[config.mk]
export PLATFORM = sky130hd
export DESIGN_NAME = uart_rx_word_loader_flat
export DESIGN_NICKNAME = d
export VERILOG_FILES = /design/src/rtl/uart_rx_word_loader_if.sv /design/src/rtl/uart_rx_word_loader.sv /design/src/flat_wrapper.sv
export SDC_FILE = /design/constraint.sdc
export NUM_CORES = 1
export LEC_CHECK = 0
export BUFFER_PORTS_ARGS = -buffer_cell sky130_fd_sc_hd__clkbuf_2
export CAP_MARGIN = 20
export CORE_MARGIN = 1.5
export CORE_UTILIZATION = 50
export DETAILED_ROUTE_END_ITERATION = 6
export GPL_ROUTABILITY_DRIVEN = 0
export PLACE_DENSITY = 0.8
export REMOVE_ABC_BUFFERS = 1
export SKIP_CTS_REPAIR_TIMING = 1
export SLEW_MARGIN = 20
export SYNTH_ARGS = -nofsm -noshare
export SYNTH_HDL_FRONTEND = slang
export SYNTH_SLANG_ARGS = --single-unit
[constraint.sdc]
create_clock -name clk -period 3.3 [get_ports clk]
set_input_delay 0 -clock clk [delete_from_list [all_inputs] [get_ports clk]]
set_output_delay 0 -clock clk [all_outputs]
set_load 0.1 [all_outputs]
[src/rtl/uart_rx_word_loader_if.sv]
// Byte-stream input, memory write port and load status of the UART word loader.
// The loader takes the master modport; the environment feeding it takes the slave modport.
interface uart_rx_word_loader_if #(
  parameter int ADDR_W = 10
) ();
  logic              rx_done_tick;
  logic [7:0]        rx_byte;
  logic              mem_we;
  logic [ADDR_W-1:0] mem_addr;
  logic [31:0]       mem_wdata;
  logic              load_busy;
  logic              load_done;
  logic              load_err;
  logic [15:0]       word_count;

  modport master (
    input  rx_done_tick, rx_byte,
    output mem_we, mem_addr, mem_wdata, load_busy, load_done, load_err, word_count
  );

  modport slave (
    output rx_done_tick, rx_byte,
    input  mem_we, mem_addr, mem_wdata, load_busy, load_done, load_err, word_count
  );
endinterface

[src/rtl/uart_rx_word_loader.sv]
// Frames SYNC / 16-bit count / little-endian 32-bit words / XOR checksum from the UART byte
// stream and writes each assembled word through a single-cycle memory write port.
module uart_rx_word_loader #(
  parameter int         ADDR_W       = 10,
  parameter logic [7:0] SYNC_BYTE    = 8'hA5,
  parameter int         TIMEOUT_CLKS = 50000
) (
  input  logic                  clk,
  input  logic                  reset,
  uart_rx_word_loader_if.master bus
);

  localparam int MAX_WORDS = 2 ** ADDR_W;
  localparam int TMO_W     = (TIMEOUT_CLKS > 2) ? $clog2(TIMEOUT_CLKS) : 1;

  typedef enum logic [2:0] {
    S_IDLE,
    S_LEN_LO,
    S_LEN_HI,
    S_DATA,
    S_CHK
  } state_t;

  state_t            r_state;
  state_t            w_state_next;
  logic              r_tick_d;
  logic [TMO_W-1:0]  r_tmo;
  logic [1:0]        r_lane;
  logic [7:0]        r_chk;
  logic [ADDR_W-1:0] r_mem_addr;
  logic [31:0]       r_mem_wdata;
  logic [15:0]       r_word_count;
  logic              r_mem_we;
  logic              r_load_done;
  logic              r_load_err;

  logic              w_accept;
  logic              w_expire;
  logic [15:0]       w_len_count;
  logic              w_len_too_big;
  logic              w_len_zero;
  logic              w_last_word;

  logic              w_sync;
  logic              w_len_lo;
  logic              w_len_hi;
  logic              w_data_start;
  logic              w_data_byte;
  logic              w_we_set;
  logic              w_done_set;
  logic              w_err_set;
  logic              w_busy;

  // A tick held high for several cycles must deliver only one byte.
  assign w_accept      = bus.rx_done_tick & ~r_tick_d;
  // An accepted byte in the expiry cycle wins over the timeout.
  assign w_expire      = (r_state != S_IDLE) && !w_accept && (r_tmo == TMO_W'(TIMEOUT_CLKS - 1));
  assign w_len_count   = {bus.rx_byte, r_word_count[7:0]};
  assign w_len_too_big = int'(w_len_count) > MAX_WORDS;
  assign w_len_zero    = (w_len_count == 16'd0);
  assign w_last_word   = (32'(r_mem_addr) + 32'd1) == 32'(r_word_count);

  // NOTE: non-blocking assignments in every clocked block so all flops update from pre-edge values.
  always_ff @(posedge clk) begin
    if (reset) r_state <= S_IDLE;
    else       r_state <= w_state_next;
  end

  // NOTE: every variable written in a combinational block gets a default first, so no latch is inferred.
  always_comb begin
    w_state_next = r_state;
    case (r_state)
      S_IDLE:   if (w_accept && bus.rx_byte == SYNC_BYTE) w_state_next = S_LEN_LO;
      S_LEN_LO: if (w_accept) w_state_next = S_LEN_HI;
      S_LEN_HI: begin
        if (w_accept) begin
          if (w_len_too_big)   w_state_next = S_IDLE;
          else if (w_len_zero) w_state_next = S_CHK;
          else                 w_state_next = S_DATA;
        end
      end
      // Leave DATA only once the final word's write strobe is on the port.
      S_DATA:   if (r_mem_we && w_last_word) w_state_next = S_CHK;
      S_CHK:    if (w_accept) w_state_next = S_IDLE;
      default:  w_state_next = S_IDLE;
    endcase
    if (w_expire) w_state_next = S_IDLE;
  end

  always_comb begin
    w_sync       = 1'b0;
    w_len_lo     = 1'b0;
    w_len_hi     = 1'b0;
    w_data_start = 1'b0;
    w_data_byte  = 1'b0;
    w_we_set     = 1'b0;
    w_done_set   = 1'b0;
    w_err_set    = 1'b0;
    w_busy       = (r_state != S_IDLE);
    case (r_state)
      S_IDLE:   w_sync   = w_accept && (bus.rx_byte == SYNC_BYTE);
      S_LEN_LO: w_len_lo = w_accept;
      S_LEN_HI: begin
        w_len_hi     = w_accept;
        w_err_set    = w_accept && w_len_too_big;
        w_data_start = w_accept && !w_len_too_big && !w_len_zero;
      end
      S_DATA: begin
        w_data_byte = w_accept;
        w_we_set    = w_accept && (r_lane == 2'd3);
      end
      S_CHK: begin
        w_done_set = w_accept && (bus.rx_byte == r_chk);
        w_err_set  = w_accept && (bus.rx_byte != r_chk);
      end
      default: ;
    endcase
    if (w_expire) w_err_set = 1'b1;
  end

  always_ff @(posedge clk) begin
    if (reset) begin
      r_tick_d     <= 1'b0;
      r_tmo        <= '0;
      r_lane       <= '0;
      r_chk        <= '0;
      r_mem_addr   <= '0;
      r_mem_wdata  <= '0;
      r_word_count <= '0;
      r_mem_we     <= 1'b0;
      r_load_done  <= 1'b0;
      r_load_err   <= 1'b0;
    end else begin
      r_tick_d    <= bus.rx_done_tick;
      r_mem_we    <= w_we_set;
      r_load_done <= w_done_set;

      if (w_sync)         r_load_err <= 1'b0;
      else if (w_err_set) r_load_err <= 1'b1;

      // The address advances after each write except the last, so it never wraps.
      if (w_sync)                       r_mem_addr <= '0;
      else if (r_mem_we && !w_last_word) r_mem_addr <= r_mem_addr + ADDR_W'(1);

      if (w_len_lo)     r_word_count[7:0]  <= bus.rx_byte;
      if (w_len_hi)     r_word_count[15:8] <= bus.rx_byte;
      if (w_data_start) r_lane <= '0;

      if (w_sync) begin
        r_chk <= '0;
      end else if (w_data_byte) begin
        r_mem_wdata[{r_lane, 3'b000} +: 8] <= bus.rx_byte;
        r_chk  <= r_chk ^ bus.rx_byte;
        r_lane <= r_lane + 2'd1;
      end

      if (r_state == S_IDLE || w_accept || w_expire) r_tmo <= '0;
      else                                           r_tmo <= r_tmo + TMO_W'(1);
    end
  end

  assign bus.mem_we     = r_mem_we;
  assign bus.mem_addr   = r_mem_addr;
  assign bus.mem_wdata  = r_mem_wdata;
  assign bus.load_busy  = w_busy;
  assign bus.load_done  = r_load_done;
  assign bus.load_err   = r_load_err;
  assign bus.word_count = r_word_count;

endmodule
[src/flat_wrapper.sv]
// flat-port wrapper written by rule: the top's interface ports become plain ports
module uart_rx_word_loader_flat 
#(
  parameter int         ADDR_W       = 10,
  parameter logic [7:0] SYNC_BYTE    = 8'hA5,
  parameter int         TIMEOUT_CLKS = 50000
)
  (clk, reset, bus_rx_done_tick, bus_rx_byte, bus_mem_we, bus_mem_addr, bus_mem_wdata, bus_load_busy, bus_load_done, bus_load_err, bus_word_count);
  uart_rx_word_loader_if #(.ADDR_W(ADDR_W)) bus_i ();
  input  logic clk;
  input  logic reset;
  input wire logic [$bits(bus_i.rx_done_tick)-1:0] bus_rx_done_tick;
  input wire logic [$bits(bus_i.rx_byte)-1:0] bus_rx_byte;
  output wire logic [$bits(bus_i.mem_we)-1:0] bus_mem_we;
  output wire logic [$bits(bus_i.mem_addr)-1:0] bus_mem_addr;
  output wire logic [$bits(bus_i.mem_wdata)-1:0] bus_mem_wdata;
  output wire logic [$bits(bus_i.load_busy)-1:0] bus_load_busy;
  output wire logic [$bits(bus_i.load_done)-1:0] bus_load_done;
  output wire logic [$bits(bus_i.load_err)-1:0] bus_load_err;
  output wire logic [$bits(bus_i.word_count)-1:0] bus_word_count;
  assign bus_i.rx_done_tick = bus_rx_done_tick;
  assign bus_i.rx_byte = bus_rx_byte;
  assign bus_mem_we = bus_i.mem_we;
  assign bus_mem_addr = bus_i.mem_addr;
  assign bus_mem_wdata = bus_i.mem_wdata;
  assign bus_load_busy = bus_i.load_busy;
  assign bus_load_done = bus_i.load_done;
  assign bus_load_err = bus_i.load_err;
  assign bus_word_count = bus_i.word_count;
  uart_rx_word_loader #(.ADDR_W(ADDR_W), .SYNC_BYTE(SYNC_BYTE), .TIMEOUT_CLKS(TIMEOUT_CLKS)) u_core (.clk(clk), .reset(reset), .bus(bus_i));
endmodule
Word level (Yosys, flattened, before mapping):

Index checks and enable logic that the tools add are counted.
Widths: inputs -> output; s select.

* flip-flop bits (word level): 91
* bits of input ports: 11
* output and inout port bits: 62
* word-level logic and storage cells: 87

* add/sub/neg operators: 5
* order comparisons: 1
* equality and inequality tests: 15
* shift-type cells: 2
* muxes and demuxes: 19
* bitwise gates (word level): 6
* reductions and logical operators: 27

Operators with widths (number)
* $bwmux 32: 1
* $eq 32x16->1: 1
* $shift 8x7->32 const A: 1
* $shiftx 8x7->32: 1
* $mux 3: 7
* $add 16x1->16 const B: 1
* $eq 16x16->1 const B: 1
* $gt 16x11->1 const B: 1
* $logic_not 16->1: 1
* $pmux 3 s5: 1
* $add 10x1->11 const B: 1
* $logic_and 1x1->1: 11
* $add 10x1->10 const B: 1
* $ne 2x1->1 const B: 5
* $reduce_or 2->1: 5
* $eq 8x8->1: 1
* $eq 8x8->1 const B: 1
* $ne 8x8->1: 1
* $xor 8x8->8: 1
* $neg 5->7: 1
* $eq 3x2->1 const B: 2
* $mux 1: 6
* $mux 2: 3
* $reduce_and 5->1: 1
* other kinds (12): 19

Logic depth before layout (Yosys ltp):

* word-level depth: 8
* depth in mapped cells: 8
* gate-level depth less buffers: 7

Worst setup path after synthesis:

Ideal clock, no wire load.

* path type: reg2reg
* from: register u_core.r_mem_addr[0] (netlist: u_core.bus.mem_addr[0])
* to: register u_core.r_state[0]
* library setup time: 165 ps
* data arrival time: 2739 ps
* required time: 3135 ps
* slack: 396 ps
* stages on the path, launching flop included: 9
* path buffers: 1
* period minus slack after synthesis: 2904 ps
* cells stage by stage: dfxtp_1 > ha_1 > nand3_1 > or3_1 > a221oi_1 > and4bb_1 > buf_6 > a31o_2 > a31oi_1

* longest elaborated chain between the ends: 5

RTL lines
* start: declaration: line uart_rx_word_loader.sv:30 `logic [ADDR_W-1:0] r_mem_addr;`
* start signal: assignment: line uart_rx_word_loader.sv:143 `else if (r_mem_we && !w_last_word) r_mem_addr <= r_mem_addr + ADDR_W'(1);`
* $add 10x1->11: line uart_rx_word_loader.sv:61 `assign w_last_word = (32'(r_mem_addr) + 32'd1) == 32'(r_word_count);`
* $eq 32x16->1: line uart_rx_word_loader.sv:61
* $logic_and 1x1->1: line uart_rx_word_loader.sv:83 `S_DATA: if (r_mem_we && w_last_word) w_state_next = S_CHK;`
* $ne 2x1->1 (no line)
* $reduce_and 5->1 (no line)
* end signal: assignment: line uart_rx_word_loader.sv:66 `else r_state <= w_state_next;`
* end: declaration: line uart_rx_word_loader.sv:24 `state_t r_state;`

No other way between the ends.
A chain may end at the register's enable or synchronous reset.

Worst setup path after layout:

* from: register u_core.r_mem_addr[0] (netlist: u_core.bus.mem_addr[0])
* to: register u_core.r_mem_addr[5] (netlist: u_core.bus.mem_addr[5])

* longest elaborated chain between the ends: 4
* elaborated cells between the ends (all ways): 5
* classes of those cells: add/sub: 2; eq/ne: 1; reduce/logical: 2

RTL lines (line)
* $add 10x1->11: uart_rx_word_loader.sv:61
* $eq 32x16->1: uart_rx_word_loader.sv:61
* $logic_not 1->1: uart_rx_word_loader.sv:143
* $logic_and 1x1->1: uart_rx_word_loader.sv:143

Several ways; a longest one is shown, not always the timed one.

==> metrics <==
DR WL/cell 15.6 microns; Post-route DRC 0; highest routed layer met4; antenna violations before repair 0; Cells after Synth 521; core area 8340 sq um; placed instance area 4740 sq um; post-layout util between 50% and 60%; worst vdd ir ~0.26 mV; Power per Cell Area 389 nW/um^2; Fillers 746; Via-to-Cell Ratio between 5 and 6; largest net degree at the start of global routing 52; nets 595; crit path cell chain ha_1 -> nand3_1 -> or3_1 -> a221oi_1 -> and4bb_1 -> a2111oi_0 -> mux2i_1; largest stage delay on the critical path 550 ps; worst-margin pin slew 865 ps; Die X between 90 and 100 microns; clock sink count 91; Worst Path Arrival 2940 ps; CTS tree yes; Startpoint Class flop; DPL Wire Length 7510 microns; final setup TNS 0 ps; max-cap violations 0; Worst setup EP type flop; CP top delay family simple AND/OR/NAND/NOR gates; maximum fanout along the worst path 11; GRT Util Overall 23.3%; #FFs+latches synth 91; Critical-path top delay cell and4bb_1; min Tclk post-route around 2700 ps; Post-synth ARST share 0%; area of the mapped netlist 4360 sq um; status complete, no violations; Register Area 1820 sq um; starting DRC count in detailed routing 300; insertion delay to the later sink of the worst-skew pair between 300 and 400 ps; Crit path buffers/inverters 0; clk buf depth 2; H-tree depth reported by CTS 3; sequential area share after synthesis 41.8%; Worst Slack Setup Final 592 ps; Hold WC Path Type in -> reg; Leak 1.87 nW; FMAX between 300 and 400 MHz; footprint of the multi-input gates 2350 sq um; clock buffer count from CTS 9; layout cells sized above 1 18.0%; non-filler cells, final 687; Metal-1 WL 4680 microns; synth unique cells 48; WL met2 between 5000 and 6000 microns; IO Pins 73; global-route wire length before repair 16800 microns; height of the die 96.3 microns; clock slew seen by the registers of the worst setup and hold paths 90 ps; Routed WL 10700 microns; max-slew violation count 0; IO buf count 72; Design Area, Final 4970 sq um; Top FF cell, synth dfxtp_1; drt pass-1 iters 6; Final setup viols 0; Final period util around 82%; row count 33; Post-synth EDFFs 0; pre-CTS WS around 660 ps; Clock Skew 10.6 ps; Initial Util 52.2%; antenna-violating nets left 0; unrepaired setup endpoints after global routing false; grt total ovfl 0; placed insts 668; Crit path required time 3530 ps; Mean Syn Cell Area 8.36 sq um; Vias 3995; clk root buf clkbuf_8; die area about 9300 sq um; wire length on met3 591 microns; yosys warns 0; ANT cells 0; Crit Path Category reg -> reg; Area growth, synth to finish 14.1%; Slew HR 42.2%; Final Hold Fails 0; vias in the first global route 3545
-- cell usage in the layout, fill, tap and decap left out, types with 3 or more instances in the layout --
cell type,Yosys,layout
nor2_1,50,50
clkbuf_8,0,9
nand4_1,31,31
inv_1,6,6
mux2i_1,18,18
nor3_1,10,10
dlygate4sd3_1,0,3
nand3_1,18,18
ha_1,7,7
a211oi_1,3,3
nor3b_1,4,4
xor2_1,24,24
o21ai_0,7,7
nor4_1,6,6
buf_4,0,7
or3_1,5,5
o211ai_1,3,3
dfxtp_1,91,91
nand2b_1,13,13
a22oi_1,9,9
clkbuf_2,1,72
a2111oi_2,3,3
a21oi_1,41,41
xnor2_1,17,17
and3_1,12,12
nand2_1,74,74
nor2b_1,7,7
-- flip-flops by register name (all words and copies together) (netlist names) --
register,flops
u_core.bus.mem_wdata,32
u_core.bus.word_count,16
u_core.r_tmo,16
u_core.bus.mem_addr,10
u_core.r_chk,8
u_core.r_state,3
u_core.r_lane,2
u_core.bus.load_done,1
u_core.bus.load_err,1
u_core.bus.mem_we,1
u_core.r_tick_d,1
-- report_power, final --
group	switching, W	internal, W
clock network	0.000407	0.000357
logic	0.0000508	0.0000207
registers	0.000000525	0.00110
-- cells in the mapped netlist, drive strengths merged, types with 8 or more instances --
library cell / count / area, sq um
a21oi: 41 / 205
xnor2: 17 / 149
dfxtp: 91 / 1820
nand4: 32 / 215
buf: 8 / 50.1
nor3: 11 / 60.1
nand2: 74 / 278
xor2: 24 / 210
clkbuf: 29 / 110
nand3: 18 / 90.1
nand2b: 13 / 81.3
a22oi: 9 / 67.6
o21ai: 8 / 40.0
nor2: 50 / 188
mux2i: 18 / 180
and3: 12 / 75.1
-- layout make-up --
cell class	count	share of cell area, %
Inverter	6	0.453
Clock buffer	9	2.49
Sequential cell	91	36.7
Tap cell	105	2.64
Clock inverter	7	1.54
Multi-Input combinational cell	387	47.3
Timing Repair Buffer	82	8.91
-- stage by stage --
step	hold slack [ps]	power, W
after floorplan	69.1	0.00115
after global placement	255	0.00119
after detailed placement	278	0.00119
after CTS	-102	0.00195
after global routing	45.1	0.00201
final	40.9	0.00193
-- routing by layer --
layer / up-vias / GRT usage (%)
met5: - / 0
met4: 0 / 11.7
met3: 24 / 3.24
met2: 151 / 37.1
met1: 1890 / 30.6
li1: 1930 / -
-- cell families after synthesis --
group / synth area share (%)
xor gates and xnor gates: 8.24
DFF: 41.8
AOI/OAI and AO/OA: 11.5
adders and majority gates: 2.01
and+or+nand+nor: 27.8
muxes: 4.40
buffers and inverters: 4.19
-- tightest hold or removal path, cell delays in order --
cell and delay, ps:
clkbuf_2 180, nand3_1 110, a21oi_1 60
-- final timing paths --
check	from	endpoint	slack, ps	cells after the start
worst max register to register	u_core.bus.mem_addr[0]$_SDFFE_PP0P_	u_core.bus.mem_addr[5]$_SDFFE_PP0P_	590	7
worst min-delay path	bus_rx_byte[6]	u_core.bus.word_count[14]$_SDFFE_PP0P_	40	3
worst max-delay path	u_core.bus.mem_addr[0]$_SDFFE_PP0P_	u_core.bus.mem_addr[5]$_SDFFE_PP0P_	590	7
worst min register to register	u_core.bus.mem_wdata[7]$_SDFFE_PP0P_	u_core.bus.mem_wdata[7]$_SDFFE_PP0P_	450	2
No activity file was read; power rests on OpenSTA's default activity.
